`config.mk`:
```
export PLATFORM = sky130hd
export DESIGN_NAME = hex_entry_flat
export DESIGN_NICKNAME = d
export VERILOG_FILES = /design/src/rtl/hex_entry_pkg.sv /design/src/rtl/hex_entry_if.sv /design/src/rtl/debounce.sv /design/src/rtl/hex_entry.sv /design/src/flat_wrapper.sv
export SDC_FILE = /design/constraint.sdc
export NUM_CORES = 1
export LEC_CHECK = 0
export CAP_MARGIN = 25
export CORE_MARGIN = 2
export CORE_UTILIZATION = 54
export CTS_CLUSTER_SIZE = 16
export DETAILED_ROUTE_END_ITERATION = 8
export PLACE_DENSITY = 0.81
export SETUP_SLACK_MARGIN = 0.02
export SLEW_MARGIN = 0
export SYNTH_ARGS = -nofsm -noshare
export SYNTH_HDL_FRONTEND = slang
export SYNTH_SLANG_ARGS = --single-unit
```
`constraint.sdc`:
```
create_clock -name CLK100MHZ -period 2 [get_ports CLK100MHZ]
set_input_delay 0.2 -clock CLK100MHZ [delete_from_list [all_inputs] [get_ports CLK100MHZ]]
set_output_delay 0.2 -clock CLK100MHZ [all_outputs]
set_load 0.005 [all_outputs]
```
`src/rtl/hex_entry_pkg.sv`:
```
// Shared constants, button indices and action decode for the hex_entry block.
package hex_entry_pkg;
  localparam int NUM_DIGITS = 8;
  localparam int CURSOR_W   = 3;
  localparam int NIB_W      = 4;
  localparam int DATA_W     = NUM_DIGITS * NIB_W;
  localparam int NUM_BTNS   = 5;

  // Lower index wins when several presses land in the same cycle.
  localparam int BTN_C = 0;
  localparam int BTN_U = 1;
  localparam int BTN_D = 2;
  localparam int BTN_L = 3;
  localparam int BTN_R = 4;

  typedef enum logic [2:0] {
    ACT_NONE,
    ACT_COMMIT,
    ACT_INC,
    ACT_DEC,
    ACT_LEFT,
    ACT_RIGHT
  } action_e;

  typedef struct packed {
    logic [NUM_DIGITS-1:0][NIB_W-1:0] nib;
    logic [CURSOR_W-1:0]              cursor;
  } entry_t;

  function automatic action_e pick_action(logic [NUM_BTNS-1:0] press);
    action_e act;
    act = ACT_NONE;
    if      (press[BTN_C]) act = ACT_COMMIT;
    else if (press[BTN_U]) act = ACT_INC;
    else if (press[BTN_D]) act = ACT_DEC;
    else if (press[BTN_L]) act = ACT_LEFT;
    else if (press[BTN_R]) act = ACT_RIGHT;
    return act;
  endfunction
endpackage

```
`src/rtl/hex_entry_if.sv`:
```
// Button inputs and edited-word outputs of hex_entry.
interface hex_entry_if;
  import hex_entry_pkg::*;
  logic                BTNU, BTND, BTNL, BTNR, BTNC;
  logic [DATA_W-1:0]   data;
  logic [CURSOR_W-1:0] cursor;
  logic                valid;

  modport master (output BTNU, BTND, BTNL, BTNR, BTNC, input data, cursor, valid);
  modport slave  (input BTNU, BTND, BTNL, BTNR, BTNC, output data, cursor, valid);
endinterface

```
`src/rtl/debounce.sv`:
```
// One button lane: 2-FF synchronizer, stable-window debounce and rising-edge press pulse.
module debounce #(
  parameter int DEBOUNCE_CYCLES = 4
) (
  input  logic CLK100MHZ,
  input  logic CPU_RESETN,
  input  logic din,
  output logic stable,
  output logic press
);
  localparam int CNT_W = (DEBOUNCE_CYCLES > 1) ? $clog2(DEBOUNCE_CYCLES) : 1;
  localparam logic [CNT_W-1:0] CNT_MAX = CNT_W'(DEBOUNCE_CYCLES - 1);

  logic [1:0]       sync_q;
  logic [CNT_W-1:0] cnt;
  logic             stable_q;

  always_ff @(posedge CLK100MHZ or negedge CPU_RESETN) begin
    if (!CPU_RESETN) begin
      sync_q   <= '0;
      cnt      <= '0;
      stable   <= 1'b0;
      stable_q <= 1'b0;
      press    <= 1'b0;
    end else begin
      sync_q <= {sync_q[0], din};
      // Any return to the stable level restarts the window, so short glitches vanish.
      if (sync_q[1] == stable) begin
        cnt <= '0;
      end else if (cnt == CNT_MAX) begin
        stable <= ~stable;
        cnt    <= '0;
      end else begin
        cnt <= cnt + 1'b1;
      end
      stable_q <= stable;
      press    <= stable & ~stable_q;
    end
  end
endmodule

```
`src/rtl/hex_entry.sv`:
```
// Five debounced buttons drive a nibble cursor and a 32-bit word; centre commits.
module hex_entry import hex_entry_pkg::*; #(
  parameter int                CLK_FREQUENCY   = 100_000_000,
  parameter int                DEBOUNCE_MS     = 10,
  parameter int                DEBOUNCE_CYCLES = CLK_FREQUENCY / 1000 * DEBOUNCE_MS,
  parameter logic [DATA_W-1:0] INIT_DATA       = 32'h0000_0000
) (
  input  logic      CLK100MHZ,
  input  logic      CPU_RESETN,
  hex_entry_if.slave bus
);
  logic [NUM_BTNS-1:0] btn_raw, press, stable_unused;

  always_comb begin
    btn_raw        = '0;
    btn_raw[BTN_C] = bus.BTNC;
    btn_raw[BTN_U] = bus.BTNU;
    btn_raw[BTN_D] = bus.BTND;
    btn_raw[BTN_L] = bus.BTNL;
    btn_raw[BTN_R] = bus.BTNR;
  end

  debounce #(.DEBOUNCE_CYCLES(DEBOUNCE_CYCLES)) u_db [NUM_BTNS-1:0] (
    .CLK100MHZ (CLK100MHZ),
    .CPU_RESETN(CPU_RESETN),
    .din       (btn_raw),
    .stable    (stable_unused),
    .press     (press)
  );

  entry_t  st_q, st_d;
  logic    valid_q, valid_d;
  action_e act;

  always_comb begin
    act     = pick_action(press);
    st_d    = st_q;
    valid_d = 1'b0;
    case (act)
      ACT_COMMIT: valid_d = 1'b1;
      ACT_INC:    st_d.nib[st_q.cursor] = st_q.nib[st_q.cursor] + NIB_W'(1);
      ACT_DEC:    st_d.nib[st_q.cursor] = st_q.nib[st_q.cursor] - NIB_W'(1);
      ACT_LEFT:   st_d.cursor = st_q.cursor + CURSOR_W'(1);
      ACT_RIGHT:  st_d.cursor = st_q.cursor - CURSOR_W'(1);
      default:    ;
    endcase
  end

  always_ff @(posedge CLK100MHZ or negedge CPU_RESETN) begin
    if (!CPU_RESETN) begin
      st_q.nib    <= INIT_DATA;
      st_q.cursor <= '0;
      valid_q     <= 1'b0;
    end else begin
      st_q    <= st_d;
      valid_q <= valid_d;
    end
  end

  assign bus.data   = st_q.nib;
  assign bus.cursor = st_q.cursor;
  assign bus.valid  = valid_q;
endmodule

```
`src/flat_wrapper.sv`:
```
// flat-port wrapper written by rule: the top's interface ports become plain ports
module hex_entry_flat import hex_entry_pkg::*;
#(
  parameter int                CLK_FREQUENCY   = 100_000_000,
  parameter int                DEBOUNCE_MS     = 10,
  parameter int                DEBOUNCE_CYCLES = CLK_FREQUENCY / 1000 * DEBOUNCE_MS,
  parameter logic [DATA_W-1:0] INIT_DATA       = 32'h0000_0000
)
  (CLK100MHZ, CPU_RESETN, bus_BTNU, bus_BTND, bus_BTNL, bus_BTNR, bus_BTNC, bus_data, bus_cursor, bus_valid);
  hex_entry_if bus_i ();
  input  logic CLK100MHZ;
  input  logic CPU_RESETN;
  input wire logic [$bits(bus_i.BTNU)-1:0] bus_BTNU;
  input wire logic [$bits(bus_i.BTND)-1:0] bus_BTND;
  input wire logic [$bits(bus_i.BTNL)-1:0] bus_BTNL;
  input wire logic [$bits(bus_i.BTNR)-1:0] bus_BTNR;
  input wire logic [$bits(bus_i.BTNC)-1:0] bus_BTNC;
  output wire logic [$bits(bus_i.data)-1:0] bus_data;
  output wire logic [$bits(bus_i.cursor)-1:0] bus_cursor;
  output wire logic [$bits(bus_i.valid)-1:0] bus_valid;
  assign bus_i.BTNU = bus_BTNU;
  assign bus_i.BTND = bus_BTND;
  assign bus_i.BTNL = bus_BTNL;
  assign bus_i.BTNR = bus_BTNR;
  assign bus_i.BTNC = bus_BTNC;
  assign bus_data = bus_i.data;
  assign bus_cursor = bus_i.cursor;
  assign bus_valid = bus_i.valid;
  hex_entry #(.CLK_FREQUENCY(CLK_FREQUENCY), .DEBOUNCE_MS(DEBOUNCE_MS), .DEBOUNCE_CYCLES(DEBOUNCE_CYCLES), .INIT_DATA(INIT_DATA)) u_core (.CLK100MHZ(CLK100MHZ), .CPU_RESETN(CPU_RESETN), .bus(bus_i));
endmodule
```
== Yosys cells after proc, flatten, opt, wreduce, memory -nomap -nowiden ==
Index checks and enable logic that the tools add are counted.

* Flip-flop bits (word level): 161
* Logic and storage cells: 113
* Input bits: 7
* Output and inout port bits: 36

* Eq/ne operators: 15
* Reductions and logical operators: 8
* $add $sub $neg: 9
* Bitwise logic cells: 20
* $lt $le $gt $ge: 2
* Mux-type cells: 24

{| class="wikitable"
|+ Operators with widths
! kind !! number
|-
| 20-bit two-way mux || 10
|-
| 20-bit by 1-bit adder with 20-bit output (second input constant) || 5
|-
| 20-bit equality test (second input constant) || 5
|-
| 32-bit bitwise mux || 2
|-
| 32-bit one-hot mux with 2 select lines || 1
|-
| 3-bit two-way mux || 5
|-
| 1-bit NOT || 15
|-
| 4-bit binary-select mux with 3-bit select || 1
|-
| 4-bit demux with 3-bit select || 1
|-
| 2-bit AND reduction || 5
|-
| 4-bit two-way mux || 2
|-
| 3-bit by 2-bit equality test with 1-bit output (second input constant) || 2
|-
| 3-bit equality test (second input constant) || 2
|-
| 3-bit one-hot mux with 2 select lines || 1
|-
| 1-bit bitwise AND || 5
|-
| 1-bit equality test || 5
|-
| 4-bit by 1-bit adder with 4-bit output (second input constant) || 1
|-
| 3-bit by 4-bit less-than comparator with 1-bit output (second input constant) || 1
|-
| 2-bit nonzero test || 2
|-
| 4-bit by 1-bit subtractor with 4-bit output (second input constant) || 1
|-
| 3-bit by 1-bit adder with 3-bit output (second input constant) || 1
|-
| 3-bit by 1-bit equality test with 1-bit output (second input constant) || 1
|-
| 3-bit by 1-bit >= comparator with 1-bit output (second input constant) || 1
|-
| 3-bit by 1-bit subtractor with 3-bit output (second input constant) || 1
|-
| 2 further kinds || 2
|}

== Longest topological paths before layout ==
* Word-level depth: 7
* Depth in mapped cells: 9
* Gate-level depth less buffers: 8

== Modules after synthesis ==
A second synthesis with hierarchy kept.

* Cells, all modules: 720
* Area total of the unflattened synthesis: 7644.8 um^2

{| class="wikitable"
|+ By module, submodules not included
! module !! cells an instance !! times used !! area each (um^2)
|-
| debounce || 111 || 5 || 1171.1
|-
| hex_entry || 165 || 1 || 1789.2
|}

== Worst setup path before layout ==
OpenSTA, ideal clock, no wires.

* Path kind: reg-to-reg
* Start: register, netlist name u_core.bus.cursor[0]
* End: register u_core.st_q (netlist bit u_core.bus.data[2])
* Arrival: 2.042 ns
* Path slack: -0.186 ns
* Clock period less this slack: 2.186 ns
* Cell stages (with the launch flop): 8
* Required time: 1.856 ns
* Library setup time: 0.144 ns
* Cells stage by stage: dfrtp_1 -> buf_4 -> mux4_2 -> mux2i_4 -> ha_1 -> mux2i_1 -> xnor2_1 -> a21oi_1

* Longest elaborated chain between the ends: 6

{| class="wikitable"
|+ Ends and longest elaborated chain
! what !! line !! RTL
|-
| parallel branches: the longest is 5 deep, another holds 4-bit by 1-bit subtractor with 4-bit output || -- ||
|-
| 32-bit one-hot mux with 2 select lines * || hex_entry.sv:39 || <nowiki>case (act)</nowiki>
|-
| end signal: assignment || hex_entry.sv:55 || <nowiki>st_q <= st_d;</nowiki>
|-
| end: declaration || hex_entry.sv:31 || <nowiki>entry_t st_q, st_d;</nowiki>
|}

Mark *: on every way between the ends. The select of a mux whose other input is x is not followed.
A chain may end at the register's enable or synchronous reset.

== Worst setup path in the final report ==
* Start: register, netlist name u_core.bus.cursor[0]
* End: register u_core.st_q (netlist bit u_core.bus.data[26])

* Longest elaborated chain between the ends: 6

{| class="wikitable"
|+ Ends and longest elaborated chain
! what !! line
|-
| parallel branches: the longest is 5 deep, another holds 4-bit by 1-bit subtractor with 4-bit output || --
|-
| 32-bit one-hot mux with 2 select lines * || hex_entry.sv:39
|}

Marks and branches as above.

==> impl_metrics.tcl <==
set metrics [dict create \
    synth_top_cell_by_area "dfrtp_1" \
    leakagePower_nw 4.06 \
    worstRegToRegCells 10 \
    start_util 0.553 \
    diodes 0 \
    relSlewSlack 0.578 \
    gr-usage-all-layers 0.233 \
    final_core_util 0.695 \
    cts.sinks 161 \
    crit_arrival_ns 2.57 \
    synth-adder-area-share 0.0147 \
    irDropWorstVdd_mv 0.583 \
    layout_commonest_cell "dfrtp_1" \
    hold_slack_ns 0.214 \
    final_cell_mix "dfrtp_1, nor2_1, xor2_1, nand2_1, buf_4" \
    required_ns 2.30 \
    power_switching_mw 1.40 \
    ys_async_sr_fraction 1.00 \
    drt-vias-per-instance 5.55 \
    multi_input_comb_area_sq_um 3340 \
    cts_inserted_buffers 17 \
    register_area_sq_um 4030 \
    fin_setup_tns_ns -5.04 \
    antenna_found_initial 0 \
    critPathCaptureType "flip-flop" \
    cts_tree "done" \
    yosysUniqueCellTypes 48 \
    synth_top_family_by_area "simple AND/OR/NAND/NOR gates" \
    finalHoldViolCount 0 \
    drc_errors 0 \
    syn_to_final_growth_pct 25.8 \
    ys_warn_count 0 \
    synth-edff-count 0 \
    period_needed_ns 2.27 \
    reg2reg_to "u_core.bus.data[26]" \
    cp_slowest_cell "dfrtp_2" \
    coreArea_sq_um 13200 \
    wirelength_um 16000 \
    grt_pass1_wl_um 26700 \
    critPathTopFamily "flip-flops" \
    num-fill-cells 894 \
    synthCells 705 \
    muxShareOfSynthArea 0.0344 \
    synthFlopType "dfrtp_1" \
    drt_iter0_drc 408 \
    clock-root-buffer "clkbuf_16" \
    cts.clk_slew.worst_paths_ns 0.06 \
    violations "negative setup slack" \
    worstReg2RegStart "u_core.bus.cursor[0]" \
    start_kind "flip-flop" \
    synth_area_leaders "dfrtp_1, xor2_1, nor2_1" \
    fin_crit_sh 1.13 \
    crit_end "u_core.bus.data[26]" \
    ys_seq_elements 161 \
    die-area_sq_um 14500 \
    die_h_um 120 \
    power_frac_clock 0.477 \
    p_per_area_nw_per_um2 730 \
    yosysSeqAreaShare 0.551 \
    slew_violations 0 \
    finalSetupViolations 24 \
    die_x_um 120 \
    drv_cap 0 \
    synth_top_area_share 0.551 \
    worst-r2r-setup-slack_ns -0.27 \
    syn_area_per_cell_sq_um 10.4 \
    nets 828 \
    htree_levels 4 \
    worstMarginPinSlew_ns 0.633 \
    min_from "bus_BTNR" \
    rsz0062_at_grt "yes" \
    hold_class "input pin to flip-flop" \
    drt_first_pass_iters 4 \
    ant_nets 0 \
    outcome "finished, violations left" \
    routedWlPerCell_um 16.0 \
    p_seq_frac 0.494 \
    num_io_pins 43 \
    vias 5546 \
    synth_compound_area_frac 0.0393 \
    grt_pass1_vias 5566 \
    crit_fanout 8 \
    finClkSkew_ns 0.00690 \
    grt_max_degree 67 \
    p_int_mw 5.33 \
    crit_cells 10 \
    core.rowCount 42 \
    swShare 0.208 \
    comb_power_share 0.029 \
    criticalPathCategory "flip-flop to flip-flop" \
    gp_congestion 0.857 \
    yosys.area_share.simple 0.225 \
    path_buf_inv 3 \
    grt_overflow 0 \
    clockBufferDepth 2 \
    clk_latency_ns 0.42 \
    synthesis.nets 720 \
    startpoint "u_core.bus.cursor[0]" \
    synth_area_sq_um 7320 \
    p_total_mw 6.73 \
    setup_ws_ns -0.270 \
    synth_xor_area_frac 0.118 \
    drive_above_1_share 0.174 \
    io_buffer_count 42 \
    fmax_mhz 441 \
    path_cells "buf_6 > mux2i_4 > a211oi_2 > nor4_4 > inv_2 > ha_4 > mux2i_4 > xnor2_2 > buf_6 > a21oi_1" \
    dp_hpwl_um 10800 \
    cp_slowest_stage_delay_ns 0.46 \
]
[layout make-up]
type                            instances  area share
Clock buffer                           19      0.0481
Clock inverter                         11      0.0152
Inverter                               14     0.00571
Multi-Input combinational cell        512       0.362
Sequential cell                       161       0.438
Tap cell                              176      0.0239
Timing Repair Buffer                  107       0.107
[cells in the mapped netlist (all sizes together) (5+ instances only)]
cell type,instances
mux2i,7
a21oi,12
o31ai,6
mux2,11
nor2,138
xnor2,39
clkbuf,14
ha,7
nor4,10
nor2b,9
nand3,49
nor3b,5
xor2,60
o21ai,17
nor3,15
nor4b,5
inv,14
and4,7
nand4,16
nand2,58
and3,9
dfrtp,161
[worst reg2reg max path, cell delays in order (launching register included)]
cell,delay (ns)
dfrtp_2,0.46
buf_6,0.13
mux2i_4,0.22
a211oi_2,0.11
nor4_4,0.35
inv_2,0.14
ha_4,0.19
mux2i_4,0.17
xnor2_2,0.14
buf_6,0.16
a21oi_1,0.08
[sequential cells by signal (all words and copies together), names as in the netlist, named ones only]
register              count
u_core.u_db.stable_q      5
u_core.u_db.cnt         100
u_core.bus.data          24
u_core.bus.cursor         3
u_core.u_db.sync_q       10
u_core.u_db.press         5
u_core.bus.valid          1
u_core.u_db.stable        5
[timing repair]
item                                    4_1_cts  5_1_grt
resized for setup                            13       21
pin swaps                                     8       10
hold endpoints to repair                     62        0
gates cloned                                  0        0
hold buffers                                  1        0
setup buffers                                 6        1
endpoints found under the setup margin       31      107
[cells by family after synthesis]
| group | count (synthesis) |
|---|---|
| AOI/OAI and AO/OA | 44 |
| xor gates and xnor gates | 99 |
| adders and majority gates | 8 |
| buffers and inverters | 32 |
| DFF | 161 |
| muxes | 20 |
| and+or+nand+nor | 341 |
[power by group through the flow]
| stage | clock network [mW] | logic (mW) | registers (mW) |
|---|---|---|---|
| floorplan | 0 | 0.0764 | 3.37 |
| global placement | 0 | 0.186 | 3.38 |
| detailed placement | 0 | 0.196 | 3.38 |
| CTS | 3.26 | 0.203 | 3.32 |
| global route | 3.41 | 0.226 | 3.32 |
| finish | 3.21 | 0.195 | 3.32 |
[metrics by stage]
stage               cell area (sq um)  worst slack (ns)  cells
floorplan                        7350           -0.0986    705
global placement                 8400            -0.250    962
detailed placement               8400            -0.319    962
CTS                              9090            -0.209    999
global route                     9210            -0.388   1000
finish                           9210            -0.270   1000
[metal layers]
metal | part of all wire | track usage | vias to the layer above
met3 | 0.043 | 0.0448 | 36
met1 | 0.41 | 0.293 | 2753
met2 | 0.52 | 0.397 | 166
li1 | - | - | 2591
met4 | 0.027 | 0.0967 | 0
met5 | 0 | 0 | -
[worst min-delay path by stage]
stage | to | cells past startpoint
2_1_floorplan | async pin | 0
3_3_place_gp | u_core.u_db[4].sync_q[0] | 1
3_5_place_dp | u_core.u_db[4].sync_q[0] | 1
4_1_cts | u_core.u_db[4].sync_q[0] | 1
5_1_grt | u_core.u_db[0].sync_q[0] | 1
6_report | u_core.u_db[4].sync_q[0] | 1
Note: power is estimated with default switching activity, not from simulation.
